`config.mk`:
```
export PLATFORM = sky130hd
export DESIGN_NAME = reg_file_sb_flat
export DESIGN_NICKNAME = d
export VERILOG_FILES = /design/src/rtl/reg_file_sb_pkg.sv /design/src/rtl/reg_file_sb_if.sv /design/src/rtl/reg_file_sb_scoreboard.sv /design/src/rtl/reg_file_sb.sv /design/src/flat_wrapper.sv
export SDC_FILE = /design/constraint.sdc
export NUM_CORES = 1
export LEC_CHECK = 0
export BUFFER_PORTS_ARGS = -buffer_cell sky130_fd_sc_hd__buf_2
export CAP_MARGIN = 20
export CORE_MARGIN = 3
export CORE_UTILIZATION = 60
export CTS_BUF_LIST = sky130_fd_sc_hd__clkbuf_8
export DETAILED_ROUTE_END_ITERATION = 10
export GPL_TIMING_DRIVEN = 0
export PLACE_DENSITY = 0.9
export SETUP_SLACK_MARGIN = 0.02
export SYNTH_ARGS = -nofsm -noshare
export SYNTH_HDL_FRONTEND = slang
export SYNTH_SLANG_ARGS = --single-unit
export TNS_END_PERCENT = 5
```
`constraint.sdc`:
```
create_clock -name clk -period 6.5 [get_ports clk]
set_input_delay 0.325 -clock clk [delete_from_list [all_inputs] [get_ports clk]]
set_output_delay 0.325 -clock clk [all_outputs]
set_load 0.01 [all_outputs]
```
`src/rtl/reg_file_sb_pkg.sv`:
```
// Shared sizing constants and helpers for the register file with scoreboard.
package reg_file_sb_pkg;

    localparam int DATA_W = 16;
    localparam int NREGS  = 8;
    localparam int ADR_W  = 3;
    localparam int CNT_W  = $clog2(NREGS + 1);

    // True when exactly one bit of the location vector is set.
    function automatic logic onehot_legal(input logic [NREGS-1:0] vec);
        logic [CNT_W-1:0] cnt;
        cnt = '0;
        for (int i = 0; i < NREGS; i++) begin
            cnt = cnt + {{(CNT_W-1){1'b0}}, vec[i]};
        end
        return (cnt == CNT_W'(1));
    endfunction

endpackage

```
`src/rtl/reg_file_sb_if.sv`:
```
// Bus bundle between decoder/issue/operand-fetch logic and the register file.
interface reg_file_sb_if;
    import reg_file_sb_pkg::*;

    logic              wr_valid;
    logic [NREGS-1:0]  wr_loc;
    logic [DATA_W-1:0] wr_data;
    logic              iss_valid;
    logic [NREGS-1:0]  iss_loc;
    logic [ADR_W-1:0]  rd_adr_a;
    logic [ADR_W-1:0]  rd_adr_b;
    logic [DATA_W-1:0] rd_data_a;
    logic [DATA_W-1:0] rd_data_b;
    logic              busy_a;
    logic              busy_b;
    logic [NREGS-1:0]  pend;
    logic              err_onehot;

    // Register-file side.
    modport slave (
        input  wr_valid, wr_loc, wr_data, iss_valid, iss_loc, rd_adr_a, rd_adr_b,
        output rd_data_a, rd_data_b, busy_a, busy_b, pend, err_onehot
    );

    // Pipeline side driving writeback, issue and read addresses.
    modport master (
        output wr_valid, wr_loc, wr_data, iss_valid, iss_loc, rd_adr_a, rd_adr_b,
        input  rd_data_a, rd_data_b, busy_a, busy_b, pend, err_onehot
    );

endinterface

```
`src/rtl/reg_file_sb_scoreboard.sv`:
```
// Pending-write scoreboard: one bit per register, set by issue, cleared by writeback.
module reg_scoreboard
    import reg_file_sb_pkg::*;
(
    input  logic             clk,
    input  logic             rst,
    input  logic [NREGS-1:0] set_vec,   // legal, R0-masked issue marks
    input  logic [NREGS-1:0] clr_vec,   // legal, R0-masked writeback marks
    input  logic [ADR_W-1:0] adr_a,
    input  logic [ADR_W-1:0] adr_b,
    output logic [NREGS-1:0] pend,
    output logic             busy_a,
    output logic             busy_b
);

    logic [NREGS-1:0] pend_q;
    logic [NREGS-1:0] pend_d;

    // Next pending state: a new producer (set) beats a completing one (clr).
    always_comb begin
        pend_d = pend_q;
        for (int i = 1; i < NREGS; i++) begin
            if (set_vec[i]) begin
                pend_d[i] = 1'b1;
            end else if (clr_vec[i]) begin
                pend_d[i] = 1'b0;
            end
        end
        pend_d[0] = 1'b0;
    end

    // Scoreboard state, cleared immediately on reset.
    always_ff @(posedge clk or posedge rst) begin
        if (rst) begin
            pend_q <= '0;
        end else begin
            pend_q <= pend_d;
        end
    end

    assign pend = pend_q;

    // A writeback landing this cycle is bypassed, so it no longer counts as a hazard.
    assign busy_a = pend_q[adr_a] & ~clr_vec[adr_a];
    assign busy_b = pend_q[adr_b] & ~clr_vec[adr_b];

endmodule

```
`src/rtl/reg_file_sb.sv`:
```
// 8-entry register file with write-through bypass and pending-write scoreboard.
// R0 reads as zero and ignores writes and issue marks.
module reg_file_sb
    import reg_file_sb_pkg::*;
(
    input  logic         clk,
    input  logic         rst,
    reg_file_sb_if.slave bus
);

    logic              wr_legal;
    logic              iss_legal;
    logic [NREGS-1:0]  wr_en;
    logic [NREGS-1:0]  iss_en;
    logic              err_q;
    logic              err_d;
    logic [DATA_W-1:0] reg_q [NREGS];
    logic [DATA_W-1:0] reg_d [NREGS];
    logic [ADR_W-1:0]  rd_adr  [2];
    logic [DATA_W-1:0] rd_data [2];

    assign wr_legal  = onehot_legal(bus.wr_loc);
    assign iss_legal = onehot_legal(bus.iss_loc);

    // Qualified one-hot enables; illegal vectors and R0 produce no action.
    always_comb begin
        wr_en  = '0;
        iss_en = '0;
        if (bus.wr_valid && wr_legal) begin
            wr_en = {bus.wr_loc[NREGS-1:1], 1'b0};
        end
        if (bus.iss_valid && iss_legal) begin
            iss_en = {bus.iss_loc[NREGS-1:1], 1'b0};
        end
    end

    // Next register contents and sticky one-hot error flag.
    always_comb begin
        for (int i = 0; i < NREGS; i++) begin
            reg_d[i] = reg_q[i];
            if (wr_en[i]) begin
                reg_d[i] = bus.wr_data;
            end
        end
        reg_d[0] = '0;
        err_d = err_q
              | (bus.wr_valid  & ~wr_legal)
              | (bus.iss_valid & ~iss_legal);
    end

    // Storage and error flag; reset clears everything and drops a coincident write.
    always_ff @(posedge clk or posedge rst) begin
        if (rst) begin
            for (int i = 0; i < NREGS; i++) begin
                reg_q[i] <= '0;
            end
            err_q <= 1'b0;
        end else begin
            for (int i = 0; i < NREGS; i++) begin
                reg_q[i] <= reg_d[i];
            end
            err_q <= err_d;
        end
    end

    assign rd_adr[0] = bus.rd_adr_a;
    assign rd_adr[1] = bus.rd_adr_b;

    // Read ports: wr_en[0] is never set, so address 0 always falls through to reg_q[0] = 0.
    for (genvar gi = 0; gi < 2; gi++) begin : g_rd
        assign rd_data[gi] = wr_en[rd_adr[gi]] ? bus.wr_data : reg_q[rd_adr[gi]];
    end

    assign bus.rd_data_a  = rd_data[0];
    assign bus.rd_data_b  = rd_data[1];
    assign bus.err_onehot = err_q;

    reg_scoreboard u_sb (
        .clk     (clk),
        .rst     (rst),
        .set_vec (iss_en),
        .clr_vec (wr_en),
        .adr_a   (bus.rd_adr_a),
        .adr_b   (bus.rd_adr_b),
        .pend    (bus.pend),
        .busy_a  (bus.busy_a),
        .busy_b  (bus.busy_b)
    );

endmodule

```
`src/flat_wrapper.sv`:
```
// flat-port wrapper written by rule: the top's interface ports become plain ports
module reg_file_sb_flat import reg_file_sb_pkg::*;
  (clk, rst, bus_wr_valid, bus_wr_loc, bus_wr_data, bus_iss_valid, bus_iss_loc, bus_rd_adr_a, bus_rd_adr_b, bus_rd_data_a, bus_rd_data_b, bus_busy_a, bus_busy_b, bus_pend, bus_err_onehot);
  reg_file_sb_if bus_i ();
  input  logic clk;
  input  logic rst;
  input wire logic [$bits(bus_i.wr_valid)-1:0] bus_wr_valid;
  input wire logic [$bits(bus_i.wr_loc)-1:0] bus_wr_loc;
  input wire logic [$bits(bus_i.wr_data)-1:0] bus_wr_data;
  input wire logic [$bits(bus_i.iss_valid)-1:0] bus_iss_valid;
  input wire logic [$bits(bus_i.iss_loc)-1:0] bus_iss_loc;
  input wire logic [$bits(bus_i.rd_adr_a)-1:0] bus_rd_adr_a;
  input wire logic [$bits(bus_i.rd_adr_b)-1:0] bus_rd_adr_b;
  output wire logic [$bits(bus_i.rd_data_a)-1:0] bus_rd_data_a;
  output wire logic [$bits(bus_i.rd_data_b)-1:0] bus_rd_data_b;
  output wire logic [$bits(bus_i.busy_a)-1:0] bus_busy_a;
  output wire logic [$bits(bus_i.busy_b)-1:0] bus_busy_b;
  output wire logic [$bits(bus_i.pend)-1:0] bus_pend;
  output wire logic [$bits(bus_i.err_onehot)-1:0] bus_err_onehot;
  assign bus_i.wr_valid = bus_wr_valid;
  assign bus_i.wr_loc = bus_wr_loc;
  assign bus_i.wr_data = bus_wr_data;
  assign bus_i.iss_valid = bus_iss_valid;
  assign bus_i.iss_loc = bus_iss_loc;
  assign bus_i.rd_adr_a = bus_rd_adr_a;
  assign bus_i.rd_adr_b = bus_rd_adr_b;
  assign bus_rd_data_a = bus_i.rd_data_a;
  assign bus_rd_data_b = bus_i.rd_data_b;
  assign bus_busy_a = bus_i.busy_a;
  assign bus_busy_b = bus_i.busy_b;
  assign bus_pend = bus_i.pend;
  assign bus_err_onehot = bus_i.err_onehot;
  reg_file_sb u_core (.clk(clk), .rst(rst), .bus(bus_i));
endmodule
```
==> metrics.csv, run 1 <==
stage,metric,value,unit
timing,rsz0062_at_grt,false,
critical_path,endpoint_kind,primary output,
timing,slew_headroom,31.1,%
critical_path,cp.arrival,4270,ps
layout,layout-drive-gt1-share,53.8,%
critical_path,crit_path_top_delay_cell,fa_1,
critical_path,crit_cells,15,
die,io_pins,85,
placed_design,io_buffers,81,
critical_path,path_max_fanout,10,
pwr,power_density,394,nW/um2
clocking,cts-root-buf,clkbuf_8,
pwr,internal-power,2180,uW
timing,fin_crit_sh,70.7,%
clocking,cts-resized-gates,0,
layout,fillers,734,
yosys,synth_edf_count,0,
clocking,cts_tree,done,
die,die_x,117,um
run_status,status,"finished, final reports clean",
clocking,ctsHoldBuffers,1,
placed_design,place_hpwl,13900,um
critical_path,critPathTopFamily,adder cells,
critical_path,critical_path_required,6170,ps
job,cap_violations,0,
timing,fmax,218,MHz
pwr,p_seq_share,42.7,%
clocking,postCtsSetupBuffers,0,
yosys,avgSynthCellArea,13.1,um2
yosys,syn_nets,623,
route,vias_per_cell,6.76,
global_route,grt_max_degree,78,
yosys,synth_seq_cells,120,
pwr,switching_power,1140,uW
pwr,power_frac_clock,17.2,%
clocking,cts.htree.levels,4,
clocking,clk_path_buf_depth,2,
die,die_h,117,um
route,via_count,5729,
timing,holdWs,127,ps
timing,fin_crit,4590,ps
yosys,ys_seq_area_share,40.3,%
critical_path,critPathLaunchType,primary input,
route,antenna_left,0,
global_route,grt_pass1_vias,6200,
placed_design,gp_congestion,0.885,
timing,skew,0,ps
die,core,12100,um2
timing,finalSetupTns,0,ps
clocking,insertion_delay,430,ps
layout,insertedDiodeCount,0,
route,drcViolationCount,0,
critical_path,crit_type,in -> out,
timing,hold_viol_final,0,
critical_path,cp_num_buf_inv,6,
layout,nets,725,
route,drt_iter0_drc,593,
route,routedWlPerCell,24.4,um
yosys,synth_area,7440,um2
yosys,synth-main-ff-cell,dfrtp_1,
route,first_pass_iters,5,
timing,max_slew.worst_pin.slew,1030,ps
critical_path,reg2reg_depth,1,
timing,setup_viol,0,
clocking,cts_buffers,17,
die,initial_core_util,61.7,%
layout,final_util,69.8,%
pwr,irDropWorstVdd,0.159,mV
critical_path,cpMostUsedCell,fa_1,
yosys,async_flop_share,100,%
pwr,p_sw_share,34.4,%
global_route,track_usage,30.4,%
global_route,grt_overflow_total,0,
critical_path,cp_cell_sequence,buf_2 > ha_1 > inv_1 > fa_1 > fa_1 > inv_1 > fa_1 > inv_1 > fa_1 > a31oi_4 > o41ai_2 > o22ai_4 > buf_6 > mux2_4 > buf_2,
critical_path,slowest_delay,490,ps
clocking,cts.sinks,120,
global_route,antenna_found_initial,1,
pwr,pwr-share-comb,40.1,%
timing,slew_violations,0,
layout,areaGrowthSynthToFinish,13.2,%
yosys,ys_warn_count,0,
min_path,hold_class,in -> reg,
clocking,clkSlewWorstSetupHoldPaths,70,ps
global_route,grt_pass1_wl,32700,um
yosys,synth_cell_types,39,
pwr,p_leak,0.00381,uW
die,die-area,13800,um2
yosys,syn_inst,567,
route,wirelength,20700,um
die,num_rows,40,
min_path,holdPathStages,3,
[final timing paths]
kind | startpoint | endpoint | slack, ps
min in group asynchronous | rst | u_core.reg_q[45]$_DFFE_PP0P_ | 500
max in group asynchronous | rst | u_core.reg_q[67]$_DFFE_PP0P_ | 5200
min | bus_iss_loc[5] | u_core.u_sb.pend[5]$_DFFE_PP0P_ | 130
max | bus_wr_loc[1] | bus_rd_data_b[6] | 1910
max reg2reg | u_core.reg_q[60]$_DFFE_PP0P_ | u_core.reg_q[60]$_DFFE_PP0P_ | 5670
min reg2reg | u_core.bus.err_onehot$_DFF_PP0_ | u_core.bus.err_onehot$_DFF_PP0_ | 480
[metrics by stage]
step | worst slack (ps) | area, um2 | cells | total power (uW)
detailed placement | 1940 | 8090 | 817 | 2700
floorplan | 2570 | 7440 | 567 | 2300
CTS | 1940 | 8420 | 847 | 3280
global route | 1810 | 8420 | 847 | 3470
finish | 1910 | 8420 | 847 | 3320
global placement | 1880 | 8060 | 816 | 2550
[layout by cell type (no fill, tap or decap), drive strengths merged, types with 3 or more instances in the layout]
cell / count
nand3: 3
clkbuf: 33
mux4: 34
a21oi: 30
a22oi: 6
mux2: 180
clkinv: 4
o21ai: 7
nor3: 6
nand2: 15
nor2: 4
fa: 8
a22o: 5
dfrtp: 120
buf: 108
inv: 58
ha: 6
a221oi: 30
[per-layer routing]
metal  share of wire (%)  global-route usage, %  up-vias
met2                  48                   49.3      408
met4                 5.0                   16.3        2
met1                  38                   37.7     2890
li1                    -                      -     2323
met3                 9.3                   7.57      106
met5               0.058                      0        -
[logic make-up (layout without fill, tap and decap cells)]
kind of cell               after synthesis  in the layout  synth area share (%)
DFF                                    120            120                  40.3
and+or+nand+nor                         36             36                  3.14
adders and majority gates               14             14                  3.16
AOI/OAI and AO/OA                       88             88                  9.04
muxes                                  216            216                  38.7
buffers and inverters                   92            204                  5.55
other                                    1              1                0.0504
[area by class of cell]
cell class | instances | area (um2) | share of cell area (%)
Sequential cell | 120 | 3000 | 35.7
Clock buffer | 21 | 289 | 3.43
Clock inverter | 8 | 35.0 | 0.416
Tap cell | 168 | 210 | 2.50
Timing Repair Buffer | 83 | 443 | 5.26
Buffer | 38 | 210 | 2.50
Multi-Input combinational cell | 355 | 4030 | 47.8
Inverter | 54 | 205 | 2.44
[flip-flops by register name, indices dropped and copies added (netlist names)]
name,flops
u_core.reg_q,112
u_core.u_sb.pend,7
u_core.bus.err_onehot,1
[Yosys cell counts (all sizes together) (7+ instances only)]
| library cell | instances | area (um2) |
|---|---|---|
| mux2 | 180 | 2090 |
| dfrtp | 120 | 3000 |
| inv | 54 | 203 |
| mux4 | 34 | 766 |
| a21oi | 30 | 150 |
| a221oi | 30 | 263 |
| buf | 26 | 165 |
| nand2 | 15 | 68.8 |
| clkbuf | 12 | 45.0 |
| fa | 8 | 160 |
| o21ai | 7 | 35.0 |
[power by group through the flow]
stage | Combinational, uW | Sequential, uW | Clock, uW
6_report | 1330 | 1420 | 570
5_1_grt | 1420 | 1440 | 603
4_1_cts | 1320 | 1390 | 570
3_5_place_dp | 1300 | 1400 | 0
3_3_place_gp | 1220 | 1330 | 0
2_1_floorplan | 997 | 1310 | 0
Power figures use the tool's default switching activity.
==> run 2: changes to the inputs <==
Settings changed: CORE_UTILIZATION 60 to 55, PLACE_DENSITY 0.9 to 0.87.
Clock period 6.5 ns to 4 ns, I/O delays scaled along.
==> run 2 against run 1 <==
Net effect: the run now ends with negative setup slack left; critical path depth stayed put; routed wire length is 3.5% higher; critical endpoint is now bus_rd_data_a[13]; largest cell class unchanged; first-iteration DRC count is 22% higher; largest power group unchanged.
==> metrics.csv, run 2 (synthesis results as in run 1) <==
stage,metric,value,unit,change
route,drcViolationCount,0,,unchanged
die,io_pins,85,,unchanged
critical_path,cp_cell_sequence,buf_12 > ha_4 > inv_2 > fa_1 > fa_1 > inv_2 > fa_2 > inv_2 > fa_2 > nand3_4 > o41ai_4 > o22ai_4 > buf_12 > mux2_4 > buf_6,,was buf_2 > ha_1 > inv_1 > fa_1 > fa_1 > inv_1 > fa_1 > inv_1 > fa_1 > a31oi_4 > o41ai_2 > o22ai_4 > buf_6 > mux2_4 > buf_2
critical_path,critical_path_required,3800,ps,was 6170 ps
critical_path,cp_num_buf_inv,6,,unchanged
global_route,grt_overflow_total,0,,unchanged
run_status,violations,negative setup slack,,
clocking,cts.htree.levels,4,,unchanged
route,routedWlPerCell,24.8,um,was 24.4 um
clocking,clk_path_buf_depth,2,,unchanged
pwr,irDropWorstVdd,0.288,mV,was 0.159 mV
critical_path,startpoint,bus_wr_loc[1],,unchanged
critical_path,cp.arrival,3830,ps,was 4270 ps
critical_path,crit_cells,15,,unchanged
timing,skew,0,ps,unchanged
global_route,grt_pass1_wl,32700,um,about the same
timing,fmax,248,MHz,
route,via_count,5717,,"was 5,729"
layout,final_cell_mix,"mux2_2 (160), dfrtp_1 (120), buf_2 (78), inv_1 (52), mux4_2 (34)",,"was mux2_2 (160), dfrtp_1 (120), buf_2 (96), inv_1 (57), mux4_2 (34)"
critical_path,critPathTopFamily,adder cells,,unchanged
global_route,antenna_found_initial,0,,was 1
route,vias_per_cell,6.63,,was 6.76
clocking,insertion_delay,450,ps,was 430 ps
timing,finalSetupTns,-134,ps,was 0 ps
layout,insertedDiodeCount,0,,unchanged
clocking,cts_tree,done,,unchanged
timing,fin_crit,4030,ps,
layout,areaGrowthSynthToFinish,18.1,%,was 13.2%
pwr,power_density,651,nW/um2,was 394 nW/um2
die,num_rows,41,,was 40
critical_path,crit_path_top_delay_cell,fa_2,,was fa_1
critical_path,reg2reg_depth,1,,unchanged
critical_path,endpoint_kind,primary output,,unchanged
pwr,p_leak,0.00395,uW,was 0.00381 uW
global_route,grt_max_degree,78,,unchanged
die,die-area,15000,um2,"was 13,800 um2"
layout,nets,734,,was 725
clocking,cts-root-buf,clkbuf_8,,unchanged
timing,hold_viol_final,0,,unchanged
die,initial_core_util,57.6,%,was 61.7%
layout,regMostFlops,u_core.reg_q,,unchanged
clocking,cts.sinks,120,,unchanged
timing,setup_viol,9,,was 0
timing,fin_crit_sh,101,%,
timing,holdWs,7.85,ps,was 127 ps
timing,rsz0062_at_grt,true,,was false
global_route,grt_pass1_vias,6046,,"was 6,200"
job,cap_violations,0,,unchanged
timing,slew_violations,0,,unchanged
die,core,12900,um2,"was 12,100 um2"
clocking,cts_buffers,17,,unchanged
placed_design,io_buffers,81,,unchanged
critical_path,slowest_delay,580,ps,was 490 ps
critical_path,timing.rr.start,u_core.reg_q[89]$_DFFE_PP0P_,,was u_core.reg_q[60]$_DFFE_PP0P_
clocking,clkSlewWorstSetupHoldPaths,70,ps,about the same
placed_design,gp_congestion,0.886,,was 0.885
die,die_x,122,um,was 117 um
route,antenna_left,0,,unchanged
layout,layout-drive-gt1-share,55.8,%,was 53.8%
run_status,status,"complete, but fails checks",,"was finished, final reports clean"
die,die_h,122,um,was 117 um
layout,largest_reg_flops,112,,unchanged
timing,max_slew.worst_pin.slew,1010,ps,was 1030 ps
critical_path,cpMostUsedCell,inv_2,,was fa_1
critical_path,r2r_end,u_core.reg_q[89]$_DFFE_PP0P_,,was u_core.reg_q[60]$_DFFE_PP0P_
route,first_pass_iters,6,,was 5
critical_path,rrSetupSlack,3180,ps,was 5670 ps
min_path,hold_class,in -> reg,,unchanged
critical_path,crit_type,in -> out,,unchanged
timing,worst_slack,-27.5,ps,was 1910 ps
route,wirelength,21400,um,"was 20,700 um"
global_route,track_usage,29.1,%,was 30.4%
layout,final_common_cell,mux2_2,,unchanged
placed_design,place_hpwl,13900,um,about the same
critical_path,critPathLaunchType,primary input,,unchanged
critical_path,setup.worst_path.end,bus_rd_data_a[13],,was bus_rd_data_b[6]
critical_path,path_max_fanout,10,,unchanged
route,drt_iter0_drc,725,,was 593
timing,slew_headroom,32.5,%,was 31.1%
## run 2: cell count changes in the layout (fill, tap and decap cells not counted), sizes merged
cell and change:
bufinv +3, buf +7, clkinvlp +1, clkbuf -1, inv -2, clkinv +1, dlygate4sd3 +2
## run 2: worst min path at each step
stage | from | to | slack (ps) | cells after the start
6_report | bus_iss_loc[4] | u_core.u_sb.pend[4]$_DFFE_PP0P_ | 8 | 2
2_1_floorplan | bus_iss_loc[5] | u_core.u_sb.pend[5]$_DFFE_PP0P_ | 320 | 2
3_3_place_gp | bus_iss_loc[5] | u_core.u_sb.pend[5]$_DFFE_PP0P_ | 430 | 3
5_1_grt | bus_iss_loc[4] | u_core.u_sb.pend[4]$_DFFE_PP0P_ | 10 | 2
3_5_place_dp | rst | u_core.reg_q[29]$_DFFE_PP0P_ | 310 | 2
4_1_cts | bus_iss_loc[4] | u_core.u_sb.pend[4]$_DFFE_PP0P_ | 6 | 2
## run 2: area by class of cell
cell class / count / area, um2
Multi-Input combinational cell: 355 / 4100
Sequential cell: 120 / 3000
Timing Repair Buffer: 92 / 644
Fill cell: 834 / 4140
Buffer: 38 / 219
Inverter: 54 / 205
Clock inverter: 11 / 130
Clock buffer: 20 / 275
Tap cell: 172 / 215
## run 2: where the power goes
| part | total (uW) | leakage, uW | internal [uW] | switching, uW |
|---|---|---|---|---|
| combinational | 2290 | 0.00228 | 1350 | 936 |
| sequential | 2290 | 0.00146 | 1810 | 483 |
| clock | 1140 | 0.000217 | 652 | 489 |
## run 2: metrics by stage
step	area (um2)	worst slack, ps	cells	power (uW)	util, %
after floorplan	7440	318	567	3740	-
after detailed placement	8090	-480	821	4370	62.6
final	8790	-27.5	862	5720	68.0
after global placement	8060	-518	820	4160	62.4
after CTS	8730	16.5	862	5610	67.5
after global routing	8790	-96.8	862	5970	68.0
## run 2: metal layers
layer	track usage [%]	vias to the layer above	part of all wire, %
met5	0	-	0
met1	35.7	2893	38
met4	13.9	0	3.9
met3	8.20	93	9.4
met2	47.8	388	49
li1	-	2343	-
## run 2: repair_timing
item,4_1_cts,5_1_grt
hold endpoints to repair,45,0
gates resized for setup,27,12
gates cloned,0,0
setup buffers,7,0
hold buffers,3,0
pin swaps,5,3
endpoints found under the setup margin,44,52
